## src/rtl/sar_afe_responder_if.sv

```systemverilog
// Switch/comparator interface between a SAR controller and the AFE responder.
interface sar_afe_responder_if #(
    parameter int unsigned N = 4
);
    localparam int unsigned CW = $clog2(N + 1);

    logic [7:1]    S;
    logic          S2b;
    logic          comp_clk;
    logic [N-1:0]  vin_code;
    logic          decision;
    logic [N-1:0]  result_code;
    logic          conv_done;
    logic          protocol_err;
    logic [CW-1:0] cmp_count;

    // Controller side: drives switches, strobe and emulated input.
    modport master (
        output S, S2b, comp_clk, vin_code,
        input  decision, result_code, conv_done, protocol_err, cmp_count
    );

    // Responder side: answers with the comparator decision and status.
    modport slave (
        input  S, S2b, comp_clk, vin_code,
        output decision, result_code, conv_done, protocol_err, cmp_count
    );
endinterface

```

## src/rtl/sar_afe_responder.sv

```systemverilog
// Digital stand-in for the SAR switched-cap DAC and comparator: decodes the
// controller's switch patterns, runs the binary search on a held input code,
// reconstructs the result and flags any protocol violation.
module sar_afe_responder #(
    parameter int unsigned N = 4
) (
    input  logic               clk_1Mhz,
    input  logic               reset,
    sar_afe_responder_if.slave afe
);
    localparam int unsigned   CW        = $clog2(N + 1);
    localparam logic [N-1:0]  STEP_INIT = {1'b1, {(N - 1){1'b0}}};
    localparam logic [CW-1:0] CNT_FULL  = CW'(N);
    localparam logic [CW-1:0] LAST_BIT  = CW'(N - 1);

    typedef enum logic [2:0] {R_IDLE, R_SMP, R_CMP, R_APP, R_DEC} state_t;
    typedef enum logic [2:0] {P_ILL, P_RST, P_SMP, P_CMP, P_UP, P_DN, P_DEC} pat_t;

    state_t        r_state, w_state_nxt;
    pat_t          r_pat_q, w_pat;
    logic [N-1:0]  r_vin_held, w_vin_held_nxt;
    logic [N-1:0]  r_acc, w_acc_nxt;
    logic [N-1:0]  r_step, w_step_nxt;
    logic [CW-1:0] r_bit_idx, w_bit_idx_nxt;
    logic [CW-1:0] r_cmp_count, w_cmp_count_nxt;
    logic [N-1:0]  r_result_code, w_result_nxt;
    logic          r_conv_done, w_conv_done_nxt;
    logic          r_protocol_err, w_err_nxt;
    logic          r_comp_q;
    logic          w_comp_rise;
    logic          w_hold;
    logic          w_decision;

    // Switch pattern decode; anything unlisted is illegal.
    always_comb begin
        w_pat = P_ILL;
        case ({afe.S, afe.S2b})
            8'b1110_1101: w_pat = P_RST;
            8'b0011_0000: w_pat = P_SMP;
            8'b0100_1010: w_pat = P_CMP;
            8'b0100_0100: w_pat = P_UP;
            8'b0100_0001: w_pat = P_DN;
            8'b0010_1000: w_pat = P_DEC;
            default:      w_pat = P_ILL;
        endcase
    end

    assign w_comp_rise = afe.comp_clk & ~r_comp_q;
    assign w_hold      = (w_pat == r_pat_q) && (w_pat != P_ILL);

    // Comparator; a zero step means no trial bit is pending, so it reads 0.
    assign w_decision = (r_step != '0) &&
                        ({1'b0, r_vin_held} >= ({1'b0, r_acc} + {1'b0, r_step}));

    // Next-state and datapath updates for the search protocol.
    always_comb begin
        w_state_nxt     = r_state;
        w_vin_held_nxt  = r_vin_held;
        w_acc_nxt       = r_acc;
        w_step_nxt      = r_step;
        w_bit_idx_nxt   = r_bit_idx;
        w_cmp_count_nxt = r_cmp_count;
        w_result_nxt    = r_result_code;
        w_conv_done_nxt = 1'b0;
        w_err_nxt       = r_protocol_err;

        if (w_comp_rise) begin
            if (r_cmp_count != CNT_FULL) begin
                w_cmp_count_nxt = r_cmp_count + CW'(1);
            end
            if ((r_state != R_CMP) && (w_pat != P_CMP)) begin
                w_err_nxt = 1'b1;
            end
        end

        if (w_pat == P_SMP) begin
            // Sampling restarts the conversion from any state.
            if (r_state != R_SMP) begin
                w_vin_held_nxt  = afe.vin_code;
                w_acc_nxt       = '0;
                w_step_nxt      = STEP_INIT;
                w_bit_idx_nxt   = '0;
                w_cmp_count_nxt = '0;
                w_state_nxt     = R_SMP;
            end
        end else if (!w_hold) begin
            case (r_state)
                R_IDLE: begin
                    if (w_pat != P_RST) begin
                        w_err_nxt = 1'b1;
                    end
                end
                R_SMP, R_DEC: begin
                    if (w_pat == P_CMP) begin
                        w_state_nxt = R_CMP;
                    end else begin
                        w_err_nxt   = 1'b1;
                        w_state_nxt = R_IDLE;
                    end
                end
                R_CMP: begin
                    if (w_pat == P_UP) begin
                        if (!w_decision) w_err_nxt = 1'b1;
                        w_acc_nxt   = r_acc + r_step;
                        w_state_nxt = R_APP;
                    end else if (w_pat == P_DN) begin
                        if (w_decision) w_err_nxt = 1'b1;
                        w_state_nxt = R_APP;
                    end else begin
                        w_err_nxt   = 1'b1;
                        w_state_nxt = R_IDLE;
                    end
                end
                R_APP: begin
                    if (w_pat == P_DEC) begin
                        w_step_nxt    = r_step >> 1;
                        w_bit_idx_nxt = r_bit_idx + CW'(1);
                        if (r_bit_idx == LAST_BIT) begin
                            w_result_nxt    = r_acc;
                            w_conv_done_nxt = 1'b1;
                            w_state_nxt     = R_IDLE;
                            if (r_cmp_count != CNT_FULL) w_err_nxt = 1'b1;
                        end else begin
                            w_state_nxt = R_DEC;
                        end
                    end else begin
                        w_err_nxt   = 1'b1;
                        w_state_nxt = R_IDLE;
                    end
                end
                default: begin
                    w_err_nxt   = 1'b1;
                    w_state_nxt = R_IDLE;
                end
            endcase
        end
    end

    // State and datapath registers with synchronous active-low reset.
    always_ff @(posedge clk_1Mhz) begin
        if (!reset) begin
            r_state        <= R_IDLE;
            r_pat_q        <= P_ILL;
            r_vin_held     <= '0;
            r_acc          <= '0;
            r_step         <= '0;
            r_bit_idx      <= '0;
            r_cmp_count    <= '0;
            r_result_code  <= '0;
            r_conv_done    <= 1'b0;
            r_protocol_err <= 1'b0;
            r_comp_q       <= 1'b0;
        end else begin
            r_state        <= w_state_nxt;
            r_pat_q        <= w_pat;
            r_vin_held     <= w_vin_held_nxt;
            r_acc          <= w_acc_nxt;
            r_step         <= w_step_nxt;
            r_bit_idx      <= w_bit_idx_nxt;
            r_cmp_count    <= w_cmp_count_nxt;
            r_result_code  <= w_result_nxt;
            r_conv_done    <= w_conv_done_nxt;
            r_protocol_err <= w_err_nxt;
            r_comp_q       <= afe.comp_clk;
        end
    end

    assign afe.decision     = w_decision;
    assign afe.result_code  = r_result_code;
    assign afe.conv_done    = r_conv_done;
    assign afe.protocol_err = r_protocol_err;
    assign afe.cmp_count    = r_cmp_count;
endmodule

```

## src/flat_wrapper.sv

```systemverilog
// flat-port wrapper written by rule: the top's interface ports become plain ports
module sar_afe_responder_flat 
#(
    parameter int unsigned N = 4
)
  (clk_1Mhz, reset, afe_S, afe_S2b, afe_comp_clk, afe_vin_code, afe_decision, afe_result_code, afe_conv_done, afe_protocol_err, afe_cmp_count);
  sar_afe_responder_if #(.N(N)) afe_i ();
  input  logic clk_1Mhz;
  input  logic reset;
  input wire logic [$bits(afe_i.S)-1:0] afe_S;
  input wire logic [$bits(afe_i.S2b)-1:0] afe_S2b;
  input wire logic [$bits(afe_i.comp_clk)-1:0] afe_comp_clk;
  input wire logic [$bits(afe_i.vin_code)-1:0] afe_vin_code;
  output wire logic [$bits(afe_i.decision)-1:0] afe_decision;
  output wire logic [$bits(afe_i.result_code)-1:0] afe_result_code;
  output wire logic [$bits(afe_i.conv_done)-1:0] afe_conv_done;
  output wire logic [$bits(afe_i.protocol_err)-1:0] afe_protocol_err;
  output wire logic [$bits(afe_i.cmp_count)-1:0] afe_cmp_count;
  assign afe_i.S = afe_S;
  assign afe_i.S2b = afe_S2b;
  assign afe_i.comp_clk = afe_comp_clk;
  assign afe_i.vin_code = afe_vin_code;
  assign afe_decision = afe_i.decision;
  assign afe_result_code = afe_i.result_code;
  assign afe_conv_done = afe_i.conv_done;
  assign afe_protocol_err = afe_i.protocol_err;
  assign afe_cmp_count = afe_i.cmp_count;
  sar_afe_responder #(.N(N)) u_core (.clk_1Mhz(clk_1Mhz), .reset(reset), .afe(afe_i));
endmodule
```

## config.mk

```make
export PLATFORM = sky130hd
export DESIGN_NAME = sar_afe_responder_flat
export DESIGN_NICKNAME = d
export VERILOG_FILES = /design/src/rtl/sar_afe_responder_if.sv /design/src/rtl/sar_afe_responder.sv /design/src/flat_wrapper.sv
export SDC_FILE = /design/constraint.sdc
export NUM_CORES = 1
export LEC_CHECK = 0
export ABC_AREA = 1
export BUFFER_PORTS_ARGS = -buffer_cell sky130_fd_sc_hd__buf_2
export CAP_MARGIN = 20
export CORE_MARGIN = 2
export CORE_UTILIZATION = 35
export CTS_BUF_LIST = sky130_fd_sc_hd__clkbuf_4 sky130_fd_sc_hd__clkbuf_8 sky130_fd_sc_hd__clkbuf_16
export DETAILED_ROUTE_END_ITERATION = 8
export SLEW_MARGIN = 30
export SYNTH_ARGS = -nofsm -noshare
export SYNTH_HDL_FRONTEND = slang
export SYNTH_SLANG_ARGS = --single-unit
```

## constraint.sdc

```tcl
create_clock -name clk_1Mhz -period 3.8 [get_ports clk_1Mhz]
set_input_delay 0.76 -clock clk_1Mhz [delete_from_list [all_inputs] [get_ports clk_1Mhz]]
set_output_delay 0.76 -clock clk_1Mhz [all_outputs]
set_load 0.02 [all_outputs]
```

==> run summary <==
The clock slew seen by the registers of the worst setup and hold paths was 60 ps. By count the netlist is led by nand2_1 (89), inv_1 (59), nor2_1 (59), dfxtp_1 (31), ha_1 (12). The first-pass GRT wire length was 7370 um; the H-tree depth was 2. The run gives 0 ps as the setup TNS.

Setup repair after global routing left no endpoint under its margin. The die is 81.8 um tall. The number of antenna violations at the first check in global routing was 0.

The maximum number of buffers from clock root to sink was 2; the cell area after synthesis was 2120 um2. The critical path start-end classification was reg2out. The critical path goes through ha_1, inv_1, fa_1, or2_2, nand2_1, ha_1, nand2_1, nand2_1, nand2_1, nand2_1, nand2_1, inv_1, buf_2. The proportion of netlist area held by the largest area contributor is 29.3%, and the worst hold slack is 464 ps.

Wire segments on met3 add up to 129 um in the final route. The logs give 29.3% for the share of the yosys chip area belonging to registers and 0 for the post-CTS setup repair buffer count. For hold timing, the worst endpoint is u_core.r_vin_held[0]. The finished layout cell area was 2360 um2; the fraction of registers with async set/reset was 0%. The final critical path takes up 81.6% of the cycle. STA puts the critical path data arrival time at 2340 ps. By area the synthesized netlist is led by dfxtp_1 (29%), nand2_1 (16%), inv_1 (10%). The run gives 0 as the final number of hold-violating endpoints. The launch point of the critical path is u_core.r_acc[0]. First-pass detailed-route iteration total: 7. The detailed router used layers up to and including met4.

Standard cell area after detailed placement: 2280 um2. At the end of routability-driven placement, the weighted congestion stood at 0.845. Yosys mapped a number of flops with a built-in enable equal to 0.

The area growth from synthesis to layout is 11.5%. The total via count after detailed routing was 1,917. The multi-input logic area came out at 1200 um2. The boundary pin count was 25; the global routing usage summed across all routing layers was 14.6%. The core region is 5890 um2.

The worst hold path was traced through 2 stages. In this run the critical register-to-register path is captured at u_core.afe.protocol_err. Setup violations remaining at the end of the flow were counted as 0. The worst hold path begins at u_core.r_vin_held[0]. The number of input and output port buffers inserted is 24. The type of origin of the critical path is a flop. After detailed routing, the average wire length per cell comes to 10.2 um.

Yosys mapped the design onto 30 distinct sky130hd cell types. After synthesis the netlist holds a flip-flop and latch count of 31. During synthesis, Yosys emitted a total of 0 warnings. Worst hold-check path type: reg2reg.

The analysis attributes to cell leakage a power of 1.35 nW. The relative slew slack was 67.3%. Power spread over the standard cell area amounts to 369 nW/um2. Dividing the detail-routed via count by the number of cells gives 4.42.

The total overflow left after global routing is 0. The CTS sink count came out at 31. The tools report the critical path capture point type as an output port. In this run, post-CTS hold repair placed 0 buffers. After detailed routing, the wire length on met1 is 2350 um. Post-layout minimum cycle time: 3100 ps.

In this run the clock root is driven by a clkbuf_8. The kind of cell with the highest combined delay along the critical path is adder cells. The tools report the via count of the first global-routing pass as 1,693. Post-CTS repair changed the size of 0 cells. The slew at the pin closest to its max-slew limit was 490 ps; the number of max-cap violations was 0. The worst register-to-register path has a setup slack of 1450 ps. For the number of diodes added for antenna fixing, the log shows 0. TritonCTS built the clock tree. The max-slew violation count is 0. The worst-case IR drop observed on VDD is 0.000274 V. On the worst path, the slowest cell contributes a delay of 380 ps. The run finished with clean final reports. After legalization and detailed placement, the total HPWL measured 3320 um. Fill cells in the final layout number 673.

At the end of the flow the core is filled with cells to 40.2%. After detailed routing, the total wire length is 4420 um. For the worst flop-to-flop path, the logic depth is 17. Registers take 621 um2. The run gives 323 MHz as the maximum operating frequency. For the worst-skew pair, the clock arrives at the later sink with an insertion delay of 290 ps.

The detailed route wirelength on metal2 is 1830 um, and the share of final-layout standard cells stronger than drive strength 1 is 19.2%. For the die area, the log shows 6700 um2. Critical path's most frequent cell: nand2_1. The overall die width works out to 81.8 um. Along the worst path, the maximum fanout reaches 3. The number of buffers and inverters on the critical path is 3. The startpoint identified for the worst register-to-register timing path is u_core.r_acc[0].

The synthesized area divided by synthesized cell count works out to 6.39 um2. The row count was 28; the endpoint required time on the critical path was 3040 ps. In the synthesized netlist the dominant register cell turns out to be dfxtp_1. Entering global routing, the biggest net connects 27 pins. TritonCTS created 5 clock buffers.

The total number of nets in the final design was 386; the setup clock skew after layout was 11.2 ps. The initial utilization of the core area, before any placement, comes to 36.0%. Power comes to 873 uW. The post-synth net total came out at 360. Synthesis handed over a netlist of 332 instances.

The most common cell in the synthesized netlist is nand2_1. Cell type contributing the most total cell area after synthesis: dfxtp_1. The remaining routing DRC violations was 0; the number of DRC markers after the initial detailed-route iteration was 57.

The largest individual stage delay along the critical path comes from the cell fa_1. The number of nets with antenna violations after routing was 0.
-- routing by layer --
layer	track usage, %	vias up
met3	3.08	7
met1	19.2	837
met5	0	-
li1	-	1050
met2	22.3	23
met4	7.50	0
-- worst reg2reg max path: stages, from the launching register on --
cell and delay (ps):
dfxtp_1 350, ha_1 180, inv_1 60, fa_1 380
or2_2 330, nand2_1 70, ha_1 210, nand2_1 70
nand2_1 50, nand2_1 50, nand2_1 50, nand2_1 70
nand2_1 50, nand3_1 70, nand2_1 50, nand2_1 50
nand2_1 70, a21oi_1 120
-- logic make-up (layout without fill, tap and decap cells) --
| logic type | count (synthesis) | after routing | share of synthesized area, % |
|---|---|---|---|
| simple gates | 194 | 194 | 41.5 |
| buf+inv | 70 | 97 | 14.1 |
| flops | 31 | 31 | 29.3 |
| compound gates | 21 | 21 | 5.78 |
| fa+ha+maj | 13 | 13 | 8.02 |
| xor+xnor | 2 | 2 | 0.826 |
| mux | 1 | 1 | 0.472 |
-- cell usage in the layout (no fill, tap or decap), drive strengths merged, types with 5 or more instances in the layout --
cell type	count
buf	24
nor2	66
o21ai	9
dfxtp	31
ha	12
nand4	8
a21oi	8
nand3	13
inv	64
clkbuf	5
nand2	101
-- report_power, final --
group / internal (mW) / switching (mW)
registers: 0.348 / 0.0168
clock network: 0.125 / 0.137
logic: 0.0879 / 0.158
-- state kept, by name, summed over array words and instances, names as in the netlist --
| name | cells |
|---|---|
| u_core.afe.result_code | 4 |
| u_core.r_acc | 4 |
| u_core.r_step | 4 |
| u_core.r_vin_held | 4 |
| u_core.afe.cmp_count | 3 |
| u_core.r_bit_idx | 3 |
| u_core.r_pat_q | 3 |
| u_core.r_state | 3 |
| u_core.afe.conv_done | 1 |
| u_core.afe.protocol_err | 1 |
| u_core.r_comp_q | 1 |
-- area by class of cell --
type                    instances  area share [%]
inverters                      65            10.4
flip-flops and latches         31            26.2
well taps                      75            3.97
clock inverters                 3           0.635
clock buffers                   5            2.91
multi-input cells             231            50.8
repair buffers                 24            5.08
-- stage by stage --
stage | std cells | setup slack [ps]
2_1_floorplan | 332 | 1210
4_1_cts | 434 | 677
3_3_place_gp | 426 | 1020
3_5_place_dp | 426 | 996
5_1_grt | 434 | 521
6_report | 434 | 700
-- how the worst max path moves through the flow --
stage / endpoint / slack, ps / cells past startpoint
floorplan: afe_decision / 1210 / 12
global placement: afe_decision / 1020 / 13
detailed placement: afe_decision / 1000 / 13
CTS: afe_decision / 680 / 13
global route: afe_decision / 520 / 13
finish: afe_decision / 700 / 13
Power figures use the tool's default switching activity.
